## config.mk

```make
export PLATFORM = sky130hd
export DESIGN_NAME = gen_xifo_v2
export DESIGN_NICKNAME = d
export VERILOG_FILES = /design/src/rtl/xifo_pkg.sv /design/src/rtl/xifo_ram.sv /design/src/rtl/gen_xifo_v2.sv
export SDC_FILE = /design/constraint.sdc
export NUM_CORES = 1
export LEC_CHECK = 0
export CORE_MARGIN = 3
export CORE_UTILIZATION = 45
export DETAILED_ROUTE_END_ITERATION = 16
export SLEW_MARGIN = 20
export SYNTH_ARGS = -nofsm -noshare
export SYNTH_HDL_FRONTEND = slang
export SYNTH_SLANG_ARGS = --single-unit
```

## constraint.sdc

```tcl
create_clock -name clk -period 5.05 [get_ports clk]
set_input_delay 1.01 -clock clk [delete_from_list [all_inputs] [get_ports clk]]
set_output_delay 1.01 -clock clk [all_outputs]
set_load 0.03 [all_outputs]
```

## src/rtl/xifo_pkg.sv

```systemverilog
// Shared types and helpers for the gen_xifo_v2 staging queue.
// Mode selection enum and the wrapping pointer increment used for arbitrary depths.
package xifo_pkg;

    typedef enum logic {
        XIFO_FIFO = 1'b0,
        XIFO_LIFO = 1'b1
    } xifo_mode_e;

    // Explicit compare-and-wrap so depths that are not powers of two work.
    function automatic int unsigned ptr_inc(input int unsigned ptr, input int unsigned depth);
        return (ptr == depth - 1) ? 32'd0 : ptr + 32'd1;
    endfunction

endpackage

```

## src/rtl/xifo_ram.sv

```systemverilog
// 1-write/1-read storage array with a synchronous write and a registered, enabled read.
// Read-during-write to the same address returns the old contents.
module xifo_ram #(
    parameter int unsigned DWidth = 32,
    parameter int unsigned Depth  = 16,
    localparam int unsigned AddrW = (Depth > 1) ? $clog2(Depth) : 1
) (
    input  logic              clk,
    input  logic              rst,
    input  logic              i_wr_en,
    input  logic [AddrW-1:0]  i_wr_addr,
    input  logic [DWidth-1:0] i_wr_data,
    input  logic              i_rd_en,
    input  logic [AddrW-1:0]  i_rd_addr,
    output logic [DWidth-1:0] o_rd_data
);

    logic [DWidth-1:0] r_mem [Depth];
    logic [DWidth-1:0] r_rd_data;

    // NOTE: the array has no reset; clearing every word would turn it into flops and nothing reads it before a write.
    always_ff @(posedge clk) begin
        if (i_wr_en) begin
            r_mem[i_wr_addr] <= i_wr_data;
        end
    end

    always_ff @(posedge clk) begin
        if (rst) begin
            r_rd_data <= '0;
        end else if (i_rd_en) begin
            r_rd_data <= r_mem[i_rd_addr];
        end
    end

    assign o_rd_data = r_rd_data;

endmodule

```

## src/rtl/gen_xifo_v2.sv

```systemverilog
// Parametrised FIFO/LIFO staging queue: pointer and occupancy control, registered status
// and sticky error flags around a single xifo_ram instance.
module gen_xifo_v2
    import xifo_pkg::*;
#(
    parameter int unsigned DWidth     = 32,
    parameter int unsigned QueueDepth = 16,
    parameter xifo_mode_e  Mode       = XIFO_FIFO,
    parameter int unsigned AfMargin   = 2,
    parameter int unsigned AeMargin   = 2,
    localparam int unsigned CntW      = $clog2(QueueDepth + 1)
) (
    input  logic              clk,
    input  logic              rst,
    input  logic              flush,
    input  logic              push,
    input  logic [DWidth-1:0] data_in,
    input  logic              pop,
    output logic [DWidth-1:0] data_out,
    output logic              out_valid,
    output logic [CntW-1:0]   count,
    output logic              full,
    output logic              empty,
    output logic              almost_full,
    output logic              almost_empty,
    output logic              overflow,
    output logic              underflow
);

    localparam int unsigned PtrW    = (QueueDepth > 1) ? $clog2(QueueDepth) : 1;
    localparam int          AfLevel = int'(QueueDepth) - int'(AfMargin);
    localparam int          AeLevel = int'(AeMargin);

    logic [PtrW-1:0] r_wr_ptr;
    logic [PtrW-1:0] r_rd_ptr;
    logic [CntW-1:0] r_count;
    logic            r_full;
    logic            r_empty;
    logic            r_almost_full;
    logic            r_almost_empty;
    logic            r_overflow;
    logic            r_underflow;
    logic            r_out_valid;

    logic            w_pop_ok;
    logic            w_push_ok;
    logic [CntW-1:0] w_next_count;
    logic [PtrW-1:0] w_wr_addr;
    logic [PtrW-1:0] w_rd_addr;
    logic            w_ram_wr_en;
    logic            w_ram_rd_en;

    // A full queue still takes a push when a pop frees a slot in the same cycle.
    assign w_pop_ok  = pop && !r_empty;
    assign w_push_ok = push && (!r_full || w_pop_ok);

    // NOTE: combinational logic uses blocking '=' with a default first so no latch is inferred.
    always_comb begin
        w_next_count = r_count;
        case ({w_push_ok, w_pop_ok})
            2'b10:   w_next_count = r_count + CntW'(1);
            2'b01:   w_next_count = r_count - CntW'(1);
            default: w_next_count = r_count;
        endcase
    end

    // LIFO addresses come from the occupancy; push+pop overwrites the slot being read out.
    always_comb begin
        w_wr_addr = r_wr_ptr;
        w_rd_addr = r_rd_ptr;
        if (Mode == XIFO_LIFO) begin
            w_rd_addr = PtrW'(r_count - CntW'(1));
            w_wr_addr = w_pop_ok ? PtrW'(r_count - CntW'(1)) : PtrW'(r_count);
        end
    end

    assign w_ram_wr_en = w_push_ok && !flush && !rst;
    assign w_ram_rd_en = w_pop_ok && !flush;

    // NOTE: sequential state uses non-blocking '<=' so every register samples pre-edge values.
    always_ff @(posedge clk) begin
        if (rst) begin
            r_wr_ptr       <= '0;
            r_rd_ptr       <= '0;
            r_count        <= '0;
            r_full         <= 1'b0;
            r_empty        <= 1'b1;
            r_almost_full  <= 1'b0;
            r_almost_empty <= 1'b1;
            r_overflow     <= 1'b0;
            r_underflow    <= 1'b0;
            r_out_valid    <= 1'b0;
        end else if (flush) begin
            r_wr_ptr       <= '0;
            r_rd_ptr       <= '0;
            r_count        <= '0;
            r_full         <= 1'b0;
            r_empty        <= 1'b1;
            r_almost_full  <= 1'b0;
            r_almost_empty <= 1'b1;
            r_out_valid    <= 1'b0;
        end else begin
            if (w_push_ok) begin
                r_wr_ptr <= PtrW'(ptr_inc(32'(r_wr_ptr), QueueDepth));
            end
            if (w_pop_ok) begin
                r_rd_ptr <= PtrW'(ptr_inc(32'(r_rd_ptr), QueueDepth));
            end
            r_count        <= w_next_count;
            r_full         <= (w_next_count == CntW'(QueueDepth));
            r_empty        <= (w_next_count == '0);
            r_almost_full  <= (int'(w_next_count) >= AfLevel);
            r_almost_empty <= (int'(w_next_count) <= AeLevel);
            r_out_valid    <= w_pop_ok;
            if (push && !w_push_ok) begin
                r_overflow <= 1'b1;
            end
            if (pop && !w_pop_ok) begin
                r_underflow <= 1'b1;
            end
        end
    end

    xifo_ram #(
        .DWidth (DWidth),
        .Depth  (QueueDepth)
    ) u_ram (
        .clk       (clk),
        .rst       (rst),
        .i_wr_en   (w_ram_wr_en),
        .i_wr_addr (w_wr_addr),
        .i_wr_data (data_in),
        .i_rd_en   (w_ram_rd_en),
        .i_rd_addr (w_rd_addr),
        .o_rd_data (data_out)
    );

    assign out_valid    = r_out_valid;
    assign count        = r_count;
    assign full         = r_full;
    assign empty        = r_empty;
    assign almost_full  = r_almost_full;
    assign almost_empty = r_almost_empty;
    assign overflow     = r_overflow;
    assign underflow    = r_underflow;

endmodule

```

==> results of run 1 <==
-- how the worst min path moves through the flow --
stage | endpoint | slack (ns) | cells after the start
finish | u_ram.o_rd_data[20] | 0.47 | 2
global route | u_ram.o_rd_data[1] | 0.50 | 2
detailed placement | u_ram.o_rd_data[20] | 0.46 | 2
floorplan | r_rd_ptr[3] | 0.48 | 2
global placement | u_ram.o_rd_data[29] | 0.45 | 2
CTS | u_ram.o_rd_data[20] | 0.48 | 2
-- sequential cells by signal, summed over array words and instances (netlist names) --
signal,flops
full,1
overflow,1
u_ram.r_mem,512
underflow,1
r_rd_ptr,4
r_wr_ptr,4
empty,1
u_ram.o_rd_data,32
out_valid,1
count,5
almost_empty,1
almost_full,1
-- critical path, stage by stage --
cell	delay, ns
sky130_fd_sc_hd__clkdlybuf4s50_1	0.48
sky130_fd_sc_hd__nand2b_1	0.21
sky130_fd_sc_hd__a21boi_2	0.33
sky130_fd_sc_hd__inv_1	0.10
sky130_fd_sc_hd__ha_1	0.31
sky130_fd_sc_hd__xor2_1	0.20
sky130_fd_sc_hd__ha_1	0.25
sky130_fd_sc_hd__a21oi_1	0.16
sky130_fd_sc_hd__mux2i_1	0.23
sky130_fd_sc_hd__xor2_1	0.33
sky130_fd_sc_hd__o21a_1	0.21
sky130_fd_sc_hd__nor4bb_1	0.25
-- cell families after synthesis --
family | count (synthesis)
DFF | 564
muxes | 196
and+or+nand+nor | 95
AOI/OAI and AO/OA | 93
buffers and inverters | 64
adders and majority gates | 8
xor gates and xnor gates | 7
-- area by class of cell --
type,instances,share of cell area (%)
inverters,7,0.105
well taps,607,3.04
clock buffers,69,5.96
repair buffers,108,4.19
clock inverters,37,1.91
multi-input cells,399,19.1
flip-flops and latches,564,65.7
-- per-layer routing --
metal / wire [um] / vias to the layer above / share of wire (%) / track usage [%]
met2: 22100 / 183 / 52 / 30.0
met3: 1660 / 61 / 3.9 / 3.15
met4: 795 / 2 / 1.9 / 4.25
li1: - / 4420 / - / -
met1: 18300 / 5221 / 43 / 23.4
met5: 13 / - / 0.030 / 0
-- power by group through the flow --
stage          sequential, mW  clock, mW  combinational, mW
2_1_floorplan            5.23          0             0.0896
3_3_place_gp             5.22          0              0.220
3_5_place_dp             5.22          0              0.225
4_1_cts                  5.12       4.48              0.226
5_1_grt                  5.12       4.69              0.242
6_report                 5.12       4.39              0.222
-- per-stage QoR --
stage | util (%) | hold slack [ns]
3_5_place_dp | 49.3 | 0.461
5_1_grt | 53.5 | 0.498
4_1_cts | 53.5 | 0.476
3_3_place_gp | 49.3 | 0.450
2_1_floorplan | - | 0.480
6_report | 53.5 | 0.469
-- layout by cell type, fill, tap and decap left out, types with 4 or more instances in the layout --
cell type | synthesis | layout
sky130_fd_sc_hd__nor3b_1 | 4 | 4
sky130_fd_sc_hd__o21ai_1 | 4 | 4
sky130_fd_sc_hd__inv_1 | 7 | 7
sky130_fd_sc_hd__nor3_2 | 0 | 4
sky130_fd_sc_hd__nand2_1 | 15 | 15
sky130_fd_sc_hd__clkbuf_16 | 0 | 57
sky130_fd_sc_hd__mux2i_1 | 67 | 67
sky130_fd_sc_hd__edfxtp_1 | 512 | 512
sky130_fd_sc_hd__xor2_1 | 5 | 5
sky130_fd_sc_hd__a21oi_1 | 43 | 42
sky130_fd_sc_hd__mux4_2 | 128 | 128
sky130_fd_sc_hd__buf_4 | 1 | 25
sky130_fd_sc_hd__clkbuf_1 | 14 | 10
sky130_fd_sc_hd__bufinv_16 | 0 | 11
sky130_fd_sc_hd__ha_1 | 8 | 8
sky130_fd_sc_hd__clkinvlp_4 | 0 | 4
sky130_fd_sc_hd__a31oi_1 | 4 | 4
sky130_fd_sc_hd__clkinv_1 | 0 | 6
sky130_fd_sc_hd__clkinv_2 | 0 | 12
sky130_fd_sc_hd__nor2_4 | 0 | 12
sky130_fd_sc_hd__nor2_1 | 60 | 48
sky130_fd_sc_hd__clkdlybuf4s50_1 | 0 | 80
sky130_fd_sc_hd__o21ai_0 | 31 | 31
sky130_fd_sc_hd__dfxtp_1 | 52 | 49
==> qor.txt, run 1 <==
Cells after DPL = 1,685
Netlist area before placement = 21,400 um^2
Tot Pwr = 9.73 mW
Source of the worst register-to-register timing path = empty
Simple-gate portion of the synthesized area = 1.95%
Compound-gate portion of the synthesized area = 2.42%
CP startpoint = pop
Pin slew with the least headroom to its limit = 1.07 ns
Unique cell type count in the Yosys netlist = 41
Multiplexer area fraction after synthesis = 16.7%
Number of enable flip-flop cells after synthesis = 512
Max Buffers Root-to-Sink = 3
Share of power burned in combinational logic = 2.3%
FF+latch area = 16,400 um^2
Data arrival at the endpoint of the critical path = 4.10 ns
Flop pwr share = 52.6%
Footprint of the multi-input gates = 4790 um^2
Most used standard cells in the synthesized netlist = sky130_fd_sc_hd__edfxtp_1, sky130_fd_sc_hd__mux4_2, sky130_fd_sc_hd__mux2i_1
Total congestion overflow = 0
Static leakage = 7.59 nW
Clock-pin transition on the worst setup and hold timing paths = 0.06 ns
Floorplan die height = 224 um
Number of nets in the finished design = 1,181
Worst slew margin relative to its limit = 28.4%
Nets in the synthesized netlist = 1,072
WL per Instance = 23.9 um
Final weighted congestion of routability-driven global placement = 0.732
Seq cells post-synth = 564
Total GRT Usage = 17.4%
Fill count = 3,635
Hold buffer count at cts = 0
Result of the run = completed
Top cells by area, synth = sky130_fd_sc_hd__edfxtp_1, sky130_fd_sc_hd__mux4_2, sky130_fd_sc_hd__dfxtp_1
Share of flip-flops with an asynchronous set or reset after synthesis = 0%
Final Cycle Share = 71.1%
Port Buf Inserts = 80
Total number of yosys warnings = 0
Data required time of the critical path = 5.55 ns
Adder-cell area share of the yosys netlist = 0.468%
Number of global-route vias before repair = 10,563
Share of power burned in the clock network = 45.1%
Die Span X = 224 um
Average footprint of a synthesized cell = 20.8 um^2
Largest fanout on the critical path = 11
Layout Skew = 0.0187 ns
Cells resized by post-CTS repair = 0
Crit Path Class = in2reg
Number of cells on the worst reg-to-reg path = 11
Switching power total = 1.87 mW
Pin count of the biggest net entering global routing = 60
Initial drt markers = 673
Die Footprint = 50,100 um^2
Detailed placement HPWL = 23,200 um
Max-cap violations = 0
Area share of the leading cell type in the synthesized netlist = 71.9%
Main combinational cell family by area after synthesis = multiplexers
Synth-to-layout area growth = 17.1%
Std-Cell Core Area = 46,800 um^2
Hold crit path type = reg2reg
Buffer type at the clock tree root = sky130_fd_sc_hd__clkbuf_16
Per-cell via count in the routed design = 5.52
Number of core rows = 79
Post-synthesis xor/xnor area fraction = 0.287%
Placed cell areas = 23,000 um^2
Diode insertion count for antenna repair = 0
Placement-stage worst setup slack = 0.923 ns
Worst skew pair latency = 0.61 ns
Number of antenna violations at the first check in global routing = 1
Final Routed Wirelength = 42,900 um
CP Capture Point = full
Via count = 9,887
Tmin final = 3.59 ns
Num CTS Buffers = 56
Most used flip-flop cell after synthesis = sky130_fd_sc_hd__edfxtp_1
Share of post-route cells with drive strength above 1 = 23.1%
Post-route design area = 25,000 um^2
Worst-case register-to-register setup slack = 1.94 ns
Critical path launch point type = primary input
Detailed Routing Iterations Pass 1 = 5
Maximum vdd drop = 0.283 mV
Post-synthesis instance total = 1,027
Worst Min Path Start = u_ram.o_rd_data[20]
Final count of pins violating max slew = 0
Clock sink count = 564
Number of failing hold endpoints at the final stage = 0
Wire length of the first global-routing pass = 65,600 um
Most repeated cell in the gate-level netlist after synthesis = sky130_fd_sc_hd__edfxtp_1
Final antenna-violating net count = 0
Final standard cell count with taps included and fillers excluded = 1,791
Fraction of the yosys area taken by sequential cells = 76.8%
Number of setup violations in the final report = 0
TNS Setup = 0 ns
Top cell type by total area after synthesis = sky130_fd_sc_hd__edfxtp_1
RSZ-0062 raised after global routing = false
Cell internal power dissipation = 7.85 mW
Count of unresolved DRC violations after routing = 0
Pwr/cell area = 389 nW/um^2
Critical path endpoint category = register
Worst setup slack after layout = 1.46 ns
I/O pin total = 81
Net switching share of the total power = 19.3%
Clock tree from TritonCTS = built
Starting Density = 45.7%
Critical R2R Capture = full
H-Tree Level Count = 2
Peak Freq = 278 MHz
Postcts setup bufs = 0
(Power assumes the default switching activity.)
==> inputs of run 2 (changes only) <==
==> constraint.sdc (replaced) <==
create_clock -name clk -period 3.35 [get_ports clk]
set_input_delay 0.67 -clock clk [delete_from_list [all_inputs] [get_ports clk]]
set_output_delay 0.67 -clock clk [all_outputs]
set_load 0.03 [all_outputs]
==> run 2 against run 1 <==
  * First-iteration DRC count increased by 24%
  * Wire length up 7.4%
  * Final cell count rose by 1.6%
  * Clock skew increased by 0.0058 ns
  * Hold slack better by 0.0017 ns
  * Register-to-register slack got worse by 1.2 ns
  * Global-route usage is 1.2 points higher
  * Via count increased by 3.4%
  * Die area did not move
  * Critical endpoint is now almost_empty
  * Largest power group unchanged
  * Highest routed layer unchanged
==> qor.txt, run 2 (synthesized netlist as in run 1, its figures left out) <==
Share of power burned in combinational logic = 2.4%
Placement-stage worst setup slack = 0.0904 ns
Postcts setup bufs = 0
Starting Density = 45.7%
Clock sink count = 564
Flop pwr share = 52.6%
Most repeated library cell on the critical path = sky130_fd_sc_hd__ha_1
Post-route design area = 25,500 um^2
Data arrival at the endpoint of the critical path = 3.14 ns
Static leakage = 7.77 nW
Pwr/cell area = 575 nW/um^2
Die Footprint = 50,100 um^2
Maximum vdd drop = 0.348 mV
Number of failing hold endpoints at the final stage = 0
Per-cell via count in the routed design = 5.62
Worst Hold Margin = 0.471 ns
Layout Skew = 0.0244 ns
Std-Cell Core Area = 46,800 um^2
Number of flip-flops in the largest register = 512
Dominant delay contributor by cell family on the critical path = compound AO/OA/AOI/OAI gates
TNS Setup = 0 ns
Ordered cell list for the critical path = clkdlybuf4s50_1 -> nand2b_1 -> a21boi_2 -> inv_1 -> ha_1 -> xor2_1 -> ha_1 -> o21ai_0 -> a211o_1 -> a211oi_2 -> xnor2_1 -> buf_4 -> a41o_2
Buffer type at the clock tree root = sky130_fd_sc_hd__clkbuf_16
Worst skew pair latency = 0.60 ns
Via count = 10,221
Total congestion overflow = 0
Switching power total = 2.78 mW
Largest fanout on the critical path = 5
Number of core rows = 79
Peak Freq = 376 MHz
Detailed Routing Iterations Pass 1 = 5
Pin count of the biggest net entering global routing = 77
Number of antenna violations at the first check in global routing = 3
I/O pin total = 81
Cells resized by post-CTS repair = 0
Initial drt markers = 837
Final Routed Wirelength = 46,100 um
Clock tree from TritonCTS = built
Buffers and inverters on the worst path = 3
Finished Core Util = 54.5%
Hold buffer count at cts = 0
Critical path launch point type = primary input
Final Cycle Share = 79.4%
Floorplan die height = 224 um
Max-cap violations = 0
Result of the run = completed
Final count of pins violating max slew = 0
Worst-case register-to-register setup slack = 0.79 ns
Cell internal power dissipation = 11.9 mW
Wire length of the first global-routing pass = 69,100 um
Synth-to-layout area growth = 19.3%
Critical path's largest stage delay = 0.48 ns
Share of power burned in the clock network = 45.0%
Number of nets in the finished design = 1,208
Critical path endpoint category = register
Number of global-route vias before repair = 10,699
Data required time of the critical path = 3.83 ns
Worst setup slack after layout = 0.689 ns
Pin slew with the least headroom to its limit = 0.762 ns
Cells after DPL = 1,712
Net switching share of the total power = 18.9%
Tot Pwr = 14.7 mW
Port Buf Inserts = 80
Die Span X = 224 um
Count of unresolved DRC violations after routing = 0
Slowest-stage cell, CP = sky130_fd_sc_hd__clkdlybuf4s50_1
Commonest cells after routing, fill and taps aside = sky130_fd_sc_hd__edfxtp_1, sky130_fd_sc_hd__mux4_2, sky130_fd_sc_hd__clkdlybuf4s50_1, sky130_fd_sc_hd__mux2i_1, sky130_fd_sc_hd__clkbuf_16
Final standard cell count with taps included and fillers excluded = 1,819
Commonest non-fill, non-tap cell in the layout = sky130_fd_sc_hd__edfxtp_1
Share of post-route cells with drive strength above 1 = 24.2%
Number of setup violations in the final report = 0
Final antenna-violating net count = 0
WL per Instance = 25.3 um
RSZ-0062 raised after global routing = false
Hold crit path type = reg2reg
H-Tree Level Count = 2
Max Buffers Root-to-Sink = 3
Num CTS Buffers = 56
Detailed placement HPWL = 24,500 um
Tmin final = 2.66 ns
Worst slew margin relative to its limit = 49.2%
Placed cell areas = 23,500 um^2
Final weighted congestion of routability-driven global placement = 0.736
Register bank with the most flops = u_ram.r_mem
Clock-pin transition on the worst setup and hold timing paths = 0.06 ns
Fill count = 3,563
Crit Path Class = in2reg
Total GRT Usage = 18.6%
## run 2: changes by cell type in the layout (fill, tap and decap cells not counted), sizes merged
| cell | before | now |
|---|---|---|
| clkinvlp | 4 | 0 |
| clkbuf | 69 | 75 |
| diode | 0 | 1 |
| bufinv | 11 | 10 |
| clkinv | 20 | 19 |
| buf | 28 | 55 |
## run 2: cell type report
class / count / area [um^2] / area share, %
clock inverter: 31 / 400 / 1.57
timing repair buffer: 135 / 1490 / 5.84
sequential: 564 / 16400 / 64.4
antenna: 1 / 2.50 / 0.00982
multi-input combinational: 399 / 4810 / 18.9
clock buffer: 75 / 1570 / 6.18
tap: 607 / 759 / 2.98
inverter: 7 / 26.3 / 0.103
## run 2: worst paths after layout
path	from	to	cells after the start
min	u_ram.o_rd_data[29]	u_ram.o_rd_data[29]	2
max	pop	almost_empty	13
max reg2reg	empty	almost_empty	12
min reg2reg	u_ram.o_rd_data[29]	u_ram.o_rd_data[29]	2
## run 2: tightest hold or removal path, stage by stage, from the launching register on
cell                      delay (ns)
sky130_fd_sc_hd__dfxtp_1        0.32
sky130_fd_sc_hd__a21oi_1        0.06
sky130_fd_sc_hd__o21ai_0        0.06
## run 2: per-layer routing
layer / share of wire (%) / track usage [%] / up-vias
li1: - / - / 4489
met1: 44 / 25.9 / 5413
met2: 50 / 30.9 / 235
met3: 4.4 / 3.38 / 80
met4: 2.1 / 4.85 / 4
met5: 0.039 / 0 / -
## run 2: power by group through the flow
stage | Sequential (mW) | Combinational, mW | Clock [mW]
4_1_cts | 7.71 | 0.356 | 6.76
3_3_place_gp | 7.86 | 0.347 | 0
6_report | 7.71 | 0.350 | 6.61
5_1_grt | 7.71 | 0.382 | 7.04
2_1_floorplan | 7.88 | 0.135 | 0
3_5_place_dp | 7.86 | 0.355 | 0
